$ cat src/rtl/alu_result_fifo.sv
// Show-ahead FIFO that holds ALU results and their flags for a slower consumer.
// It also keeps a sticky OR of accepted flags and a sticky overflow bit for dropped writes.
module alu_result_fifo #(
    parameter int unsigned DATA_W = 10,
    parameter int unsigned FLAG_W = 4,
    parameter int unsigned DEPTH  = 4
) (
    input  logic                       i_clk,
    input  logic                       i_rst_n,
    input  logic                       i_valid,
    input  logic [DATA_W-1:0]          i_result,
    input  logic [FLAG_W-1:0]          i_flag,
    output logic                       o_ready,
    output logic                       o_valid,
    output logic [DATA_W-1:0]          o_result,
    output logic [FLAG_W-1:0]          o_flag,
    input  logic                       i_ready,
    output logic [$clog2(DEPTH):0]     o_count,
    output logic [FLAG_W-1:0]          o_sticky_flag,
    output logic                       o_overflow,
    input  logic                       i_sticky_clr
);
    localparam int unsigned AW = $clog2(DEPTH);
    localparam int unsigned PW = AW + 1;

    typedef struct packed {
        logic [DATA_W-1:0] result;
        logic [FLAG_W-1:0] flag;
    } entry_t;

    entry_t            mem_q [DEPTH];
    logic [PW-1:0]     wr_ptr_q, wr_ptr_d;
    logic [PW-1:0]     rd_ptr_q, rd_ptr_d;
    logic [FLAG_W-1:0] sticky_q, sticky_d;
    logic              overflow_q, overflow_d;

    logic   full, empty, push, pop, drop;
    entry_t head;

    // The extra pointer MSB separates full from empty when the low bits match.
    assign full  = (wr_ptr_q[AW-1:0] == rd_ptr_q[AW-1:0]) && (wr_ptr_q[AW] != rd_ptr_q[AW]);
    assign empty = (wr_ptr_q == rd_ptr_q);
    assign push  = i_valid & ~full;
    assign pop   = ~empty & i_ready;
    assign drop  = i_valid & full;

    // Next-state logic for pointers and sticky status
    always_comb begin
        wr_ptr_d   = wr_ptr_q;
        rd_ptr_d   = rd_ptr_q;
        sticky_d   = i_sticky_clr ? '0 : sticky_q;
        overflow_d = (i_sticky_clr ? 1'b0 : overflow_q) | drop;
        if (push) begin
            wr_ptr_d = wr_ptr_q + PW'(1);
            sticky_d = sticky_d | i_flag;
        end
        if (pop) begin
            rd_ptr_d = rd_ptr_q + PW'(1);
        end
    end

    always_ff @(posedge i_clk or negedge i_rst_n) begin
        if (!i_rst_n) begin
            wr_ptr_q   <= '0;
            rd_ptr_q   <= '0;
            sticky_q   <= '0;
            overflow_q <= 1'b0;
        end else begin
            wr_ptr_q   <= wr_ptr_d;
            rd_ptr_q   <= rd_ptr_d;
            sticky_q   <= sticky_d;
            overflow_q <= overflow_d;
        end
    end

    // Storage array carries no reset; the head is gated while empty instead.
    always_ff @(posedge i_clk) begin
        if (push) begin
            mem_q[wr_ptr_q[AW-1:0]] <= '{result: i_result, flag: i_flag};
        end
    end

    assign head          = mem_q[rd_ptr_q[AW-1:0]];
    assign o_ready       = ~full;
    assign o_valid       = ~empty;
    assign o_result      = empty ? '0 : head.result;
    assign o_flag        = empty ? '0 : head.flag;
    assign o_count       = wr_ptr_q - rd_ptr_q;
    assign o_sticky_flag = sticky_q;
    assign o_overflow    = overflow_q;

endmodule

$ cat config.mk
export PLATFORM = sky130hd
export DESIGN_NAME = alu_result_fifo
export DESIGN_NICKNAME = d
export VERILOG_FILES = /design/src/rtl/alu_result_fifo.sv
export SDC_FILE = /design/constraint.sdc
export NUM_CORES = 1
export LEC_CHECK = 0
export ABC_AREA = 1
export BUFFER_PORTS_ARGS = -buffer_cell sky130_fd_sc_hd__buf_2
export CORE_MARGIN = 5
export CORE_UTILIZATION = 55
export DETAILED_ROUTE_END_ITERATION = 10
export GPL_TIMING_DRIVEN = 0
export HOLD_SLACK_MARGIN = 0.08
export PLACE_DENSITY_LB_ADDON = 0.3
export SLEW_MARGIN = 20
export SYNTH_ARGS = -nofsm -noshare
export SYNTH_HDL_FRONTEND = slang
export SYNTH_SLANG_ARGS = --single-unit
$ cat constraint.sdc
create_clock -name i_clk -period 2.9 [get_ports i_clk]
set_clock_uncertainty 0.2 [all_clocks]
set_input_delay 0 -clock i_clk [delete_from_list [all_inputs] [get_ports i_clk]]
set_output_delay 0 -clock i_clk [all_outputs]
set_load 0.05 [all_outputs]
==> After elaboration in Yosys (flattened, before gate mapping) <==
Memories as Yosys holds them, arrays and structs flattened.
Index checks and enable logic that the tools add are counted.
{ "classes": {"addsub": 3, "n_eq_ne": 3, "muxes": 7, "bitwise": 7, "n_reduce_logical": 1} }
{ "ops": {"columns": ["op", "n"], "rows": [
  ["4-bit two-way mux", 3],
  ["10-bit two-way mux", 1],
  ["3-bit by 1-bit adder with 3-bit output, second input constant", 2],
  ["4-bit bitwise OR", 1],
  ["1-bit bitwise AND", 3],
  ["3-bit == test", 1],
  ["1-bit two-way mux", 3],
  ["3-bit subtractor", 1],
  ["2-bit == test", 1],
  ["1-bit inverter", 2],
  ["1-bit logical AND", 1],
  ["1-bit != test", 1],
  ["1-bit bitwise OR", 1]
]} }
{ "totals": {"reg_bits": 11, "ram_bits": 56, "in_bits": 19, "out_inout_bits": 24, "word_cells": 26, "mem_count": 1} }
{ "mem_list": {"columns": ["name", "words", "width", "read_ports", "rd_ports_with_merged_regs", "write_ports", "line", "rtl"], "rows": [
  ["mem_q", 4, 14, 1, 0, 1, "31", "entry_t mem_q [DEPTH];"]
]} }

==> Longest topological paths before layout <==
{ "depth": {"word_depth": 6, "mapped_depth": 10, "mapped_depth_nobuf": 8} }

==> Least setup slack after synthesis <==
Ideal clock, no wire load.
{ "synth_timing": {"kind": "flip-flop to flip-flop", "from": "register rd_ptr_q[1]", "to": "memory mem_q[0][0] in the netlist's numbering (enable)", "setup_ns": 0.385, "t_arrival_ns": 2.075, "required_ns": 2.315, "path_slack_ns": 0.241, "path_stages_with_launch": 10, "n_path_buf": 2, "synth_period_minus_slack_ns": 2.659, "cell_sequence": "dfrtp_1 > buf_4 > inv_2 > buf_4 > ha_1 > nand2_1 > inv_1 > nand3_4 > nand2_4 > nor2_1"} }
{ "synth_via": {"elab_chain_cells": 6} }
{ "synth_lines": {"columns": ["element", "line", "rtl"], "rows": [
  ["start: declaration", "33", "logic [PW-1:0] rd_ptr_q, rd_ptr_d;"],
  ["start signal: assignment", "70", "rd_ptr_q <= rd_ptr_d;"],
  ["2-bit == test", "41", "assign full = (wr_ptr_q[AW-1:0] == rd_ptr_q[AW-1:0]) && (wr_ptr_q[AW] != rd_ptr_q[AW]);"],
  ["1-bit logical AND", "41", null],
  ["1-bit inverter", null, null],
  ["net o_ready", "13", "output logic o_ready,"],
  ["1-bit bitwise AND", "43", "assign push = i_valid & ~full;"],
  ["1-bit two-way mux", "78", "if (push) begin"],
  ["1-bit two-way mux (not written as such)", "79", "mem_q[wr_ptr_q[AW-1:0]] <= '{result: i_result, flag: i_flag};"],
  ["end: declaration", "31", null]
]} }
The timed path passes the listed nets, and every way through them passes these cells.

==> Final worst setup path <==
{ "layout_timing": {"from": "register rd_ptr_q[1]", "to": "output o_flag[0]"} }
{ "layout_via": {"elab_chain_cells": 2, "elab_cells_between_ends": 3, "classes_between": "eq/ne (1); mux (1); memory (1)"} }
{ "layout_lines": {"columns": ["element", "line", "rtl"], "rows": [
  ["memory read 4 x 14 bit or 3-bit == test (tied branches)", null, null],
  ["4-bit two-way mux (*)", "87", "assign o_flag = empty ? '0 : head.flag;"],
  ["end: declaration", "16", "output logic [FLAG_W-1:0] o_flag,"]
]} }
Mark *: on every way between the ends. The rest lies on a longest branch, timed or not.

==> results.yml <==
hold_path:
  holdPathEnd: "mem_q[1][10]$_DFFE_PP_"
  hold_path.class: "in2reg"
  min_path_cells: 2
  min_from: "i_result[6]"
logic_synthesis:
  yosys_register_bits: 67
  syn_area_mm2: 0.00307
  ys_seq_area_frac: 0.638
  syn_inst: 292
  synth_warnings: 0
  syn_area_per_cell_um2: 10.5
  synth_cell_type_count: 21
  syn_nets: 319
final_layout:
  drive_above_1_share: 0.241
  final_cell_area_mm2: 0.00379
  synthToLayoutAreaGrowth_pct: 23.7
  num-fill-cells: 405
  final_core_util: 0.693
  regArea_mm2: 0.00196
  multi_input_area_um2: 877
  layoutNonFillerInstCount: 441
  finalNetCount: 391
  diodes: 0
cts:
  cts_num_sinks: 67
  htree_levels: 3
  cts_root_buf: "clkbuf_8"
  post_cts_buffers: 0
  cts_tree: "done"
  cts_buffers: 9
  clockBufferDepth: 2
  clk_pin_slew_worst_paths_ps: 70
  insertion_delay_ps: 340
timing:
  period_share: 0.905
  finalCriticalPeriod_ps: 2620
  worstMarginPinSlew_ps: 618
  fin_hold_ws_ps: 202
  grt_setup_unrepaired: "false"
  hold_viol: 0
  finalSetupViolCount: 0
  drv_slew: 0
  maxSlewHeadroom: 0.588
  fmax_mhz: 381
die:
  die-area_mm2: 0.00717
  fp.dieH_um: 84.7
  io-pin-count: 43
  initial_utilization: 0.561
  num_rows: 27
  core_area_mm2: 0.00547
  fp.dieW_um: 84.7
routing:
  vias: 2090
  drc_errors: 0
  viasPerCell: 4.74
  first_pass_iters: 4
  wl_per_cell_um: 14.2
  antenna_left: 0
  wl_met1_um: 2610
  wl_met2_um: 3150
  drt_first_iter_violations: 149
  wl_um: 6260
  wl_met3_um: 399
  highest_layer: "met4"
worst_setup_path:
  rr_worst_depth: 9
  startpoint_type: "flop"
  end_kind: "primary output"
  critPathArrivalTime_ps: 2420
  timing.rr.start: "rd_ptr_q[1]$_DFFE_PN0P_"
  rr_endpoint: "mem_q[1][7]$_DFFE_PP_"
  required_ps: 2700
  worst-setup-path-type: "reg2out"
  crit_fanout: 10
  reg2reg_setup_slack_ps: 300
run:
  max_cap_violations: 0
grt:
  overflow: 0
  grt_max_degree: 15
  grt_pass1_wl_um: 10500
  grt_use_total: 0.193
  antenna_found_initial: 0
  grt_pass1_vias: 2193
place:
  place.port_buffers: 41
  routabilityCongestion: 0.806
  placed_area_mm2: 0.00337
  dp_cells: 405
  place_hpwl_um: 3910
run_status:
  status: "complete, no violations"
## worst max path at each step
stage                                  from                    end  slack [ps]
floorplan           rd_ptr_q[1]$_DFFE_PN0P_  mem_q[0][0]$_DFFE_PP_         240
global placement    rd_ptr_q[1]$_DFFE_PN0P_  mem_q[0][4]$_DFFE_PP_        -330
detailed placement  rd_ptr_q[1]$_DFFE_PN0P_  mem_q[0][4]$_DFFE_PP_          50
CTS                 rd_ptr_q[1]$_DFFE_PN0P_  mem_q[0][5]$_DFFE_PP_          30
global route        rd_ptr_q[1]$_DFFE_PN0P_  mem_q[0][5]$_DFFE_PP_         150
finish              rd_ptr_q[1]$_DFFE_PN0P_              o_flag[0]         280
## synthesized netlist by cell type
cell | count | area share
dfrtp_1 | 11 | 0.090
a21oi_1 | 4 | 0.0065
nand2_1 | 112 | 0.14
edfxtp_1 | 56 | 0.55
nor2_1 | 3 | 0.0037
nand2_4 | 1 | 0.0037
xor2_1 | 2 | 0.0057
nand3_4 | 2 | 0.011
nand3_1 | 25 | 0.041
nand2_2 | 3 | 0.0061
buf_2 | 4 | 0.0065
ha_1 | 7 | 0.029
fa_1 | 1 | 0.0065
a21oi_2 | 10 | 0.029
buf_4 | 3 | 0.0073
clkbuf_1 | 1 | 0.0012
inv_4 | 1 | 0.0020
buf_12 | 1 | 0.0065
inv_2 | 4 | 0.0049
inv_1 | 39 | 0.048
buf_6 | 2 | 0.0073
## routing by layer
metal / track usage / vias to the layer above
li1: - / 1076
met1: 0.241 / 935
met2: 0.322 / 70
met3: 0.0343 / 9
met4: 0.101 / 0
met5: 0 / -
## registers in the layout (all words and copies together) (netlist names)
register,flops
mem_q,56
o_overflow,1
o_sticky_flag,4
rd_ptr_q,3
wr_ptr_q,3
## critical path, cell delays in order, from the launching register on
cell and delay [ps]:
dfrtp_1 420, buf_4 180, inv_2 120, buf_4 220, ha_1 250, nand2_1 60
inv_1 100, nand3_4 120, inv_4 70, buf_12 150, a21oi_2 120, buf_2 280
## layout by cell type, fill, tap and decap left out, types with 2 or more instances in the layout
cell type,count
bufinv_16,2
clkbuf_1,3
nand3_1,25
inv_1,39
buf_2,45
ha_1,7
nand2_2,3
xor2_1,2
edfxtp_1,56
clkinv_2,2
buf_4,3
nand2_1,112
nor2_4,3
nand3_4,2
buf_6,2
a21oi_1,4
dfrtp_1,11
a21oi_2,10
clkbuf_8,9
inv_2,4
dlygate4sd3_1,20
## layout make-up
class / count / share of cell area
buffer: 11 / 0.0234
inverter: 44 / 0.0442
sequential: 67 / 0.516
timing repair buffer: 61 / 0.107
clock inverter: 5 / 0.0204
tap: 72 / 0.0237
multi-input combinational: 170 / 0.231
clock buffer: 11 / 0.0346
## through the flow
step	setup TNS [ps]	setup slack [ps]
4_1_cts	0	28.5
3_5_place_dp	0	47.6
3_3_place_gp	-13130	-332
5_1_grt	0	149
2_1_floorplan	0	241
6_report	0	277
## logic make-up (layout without fill, tap and decap cells)
logic type      Yosys count  after routing  synth area share
xor+xnor                  2              2           0.00571
compound gates           14             14            0.0351
flops                    67             67             0.638
buf+inv                  55            132            0.0836
simple gates            146            146             0.203
fa+ha+maj                 8              8            0.0351
## repair_timing
action                                 4_1_cts  5_1_grt
gates resized for setup                      0        3
endpoints found under the hold margin       78        0
hold buffers                                20        0
setup endpoints to repair                    0       42
Power is left out: the tool's default activity adds up to more than one toggle a clock period on the data nets, which glitch-free logic cannot reach.
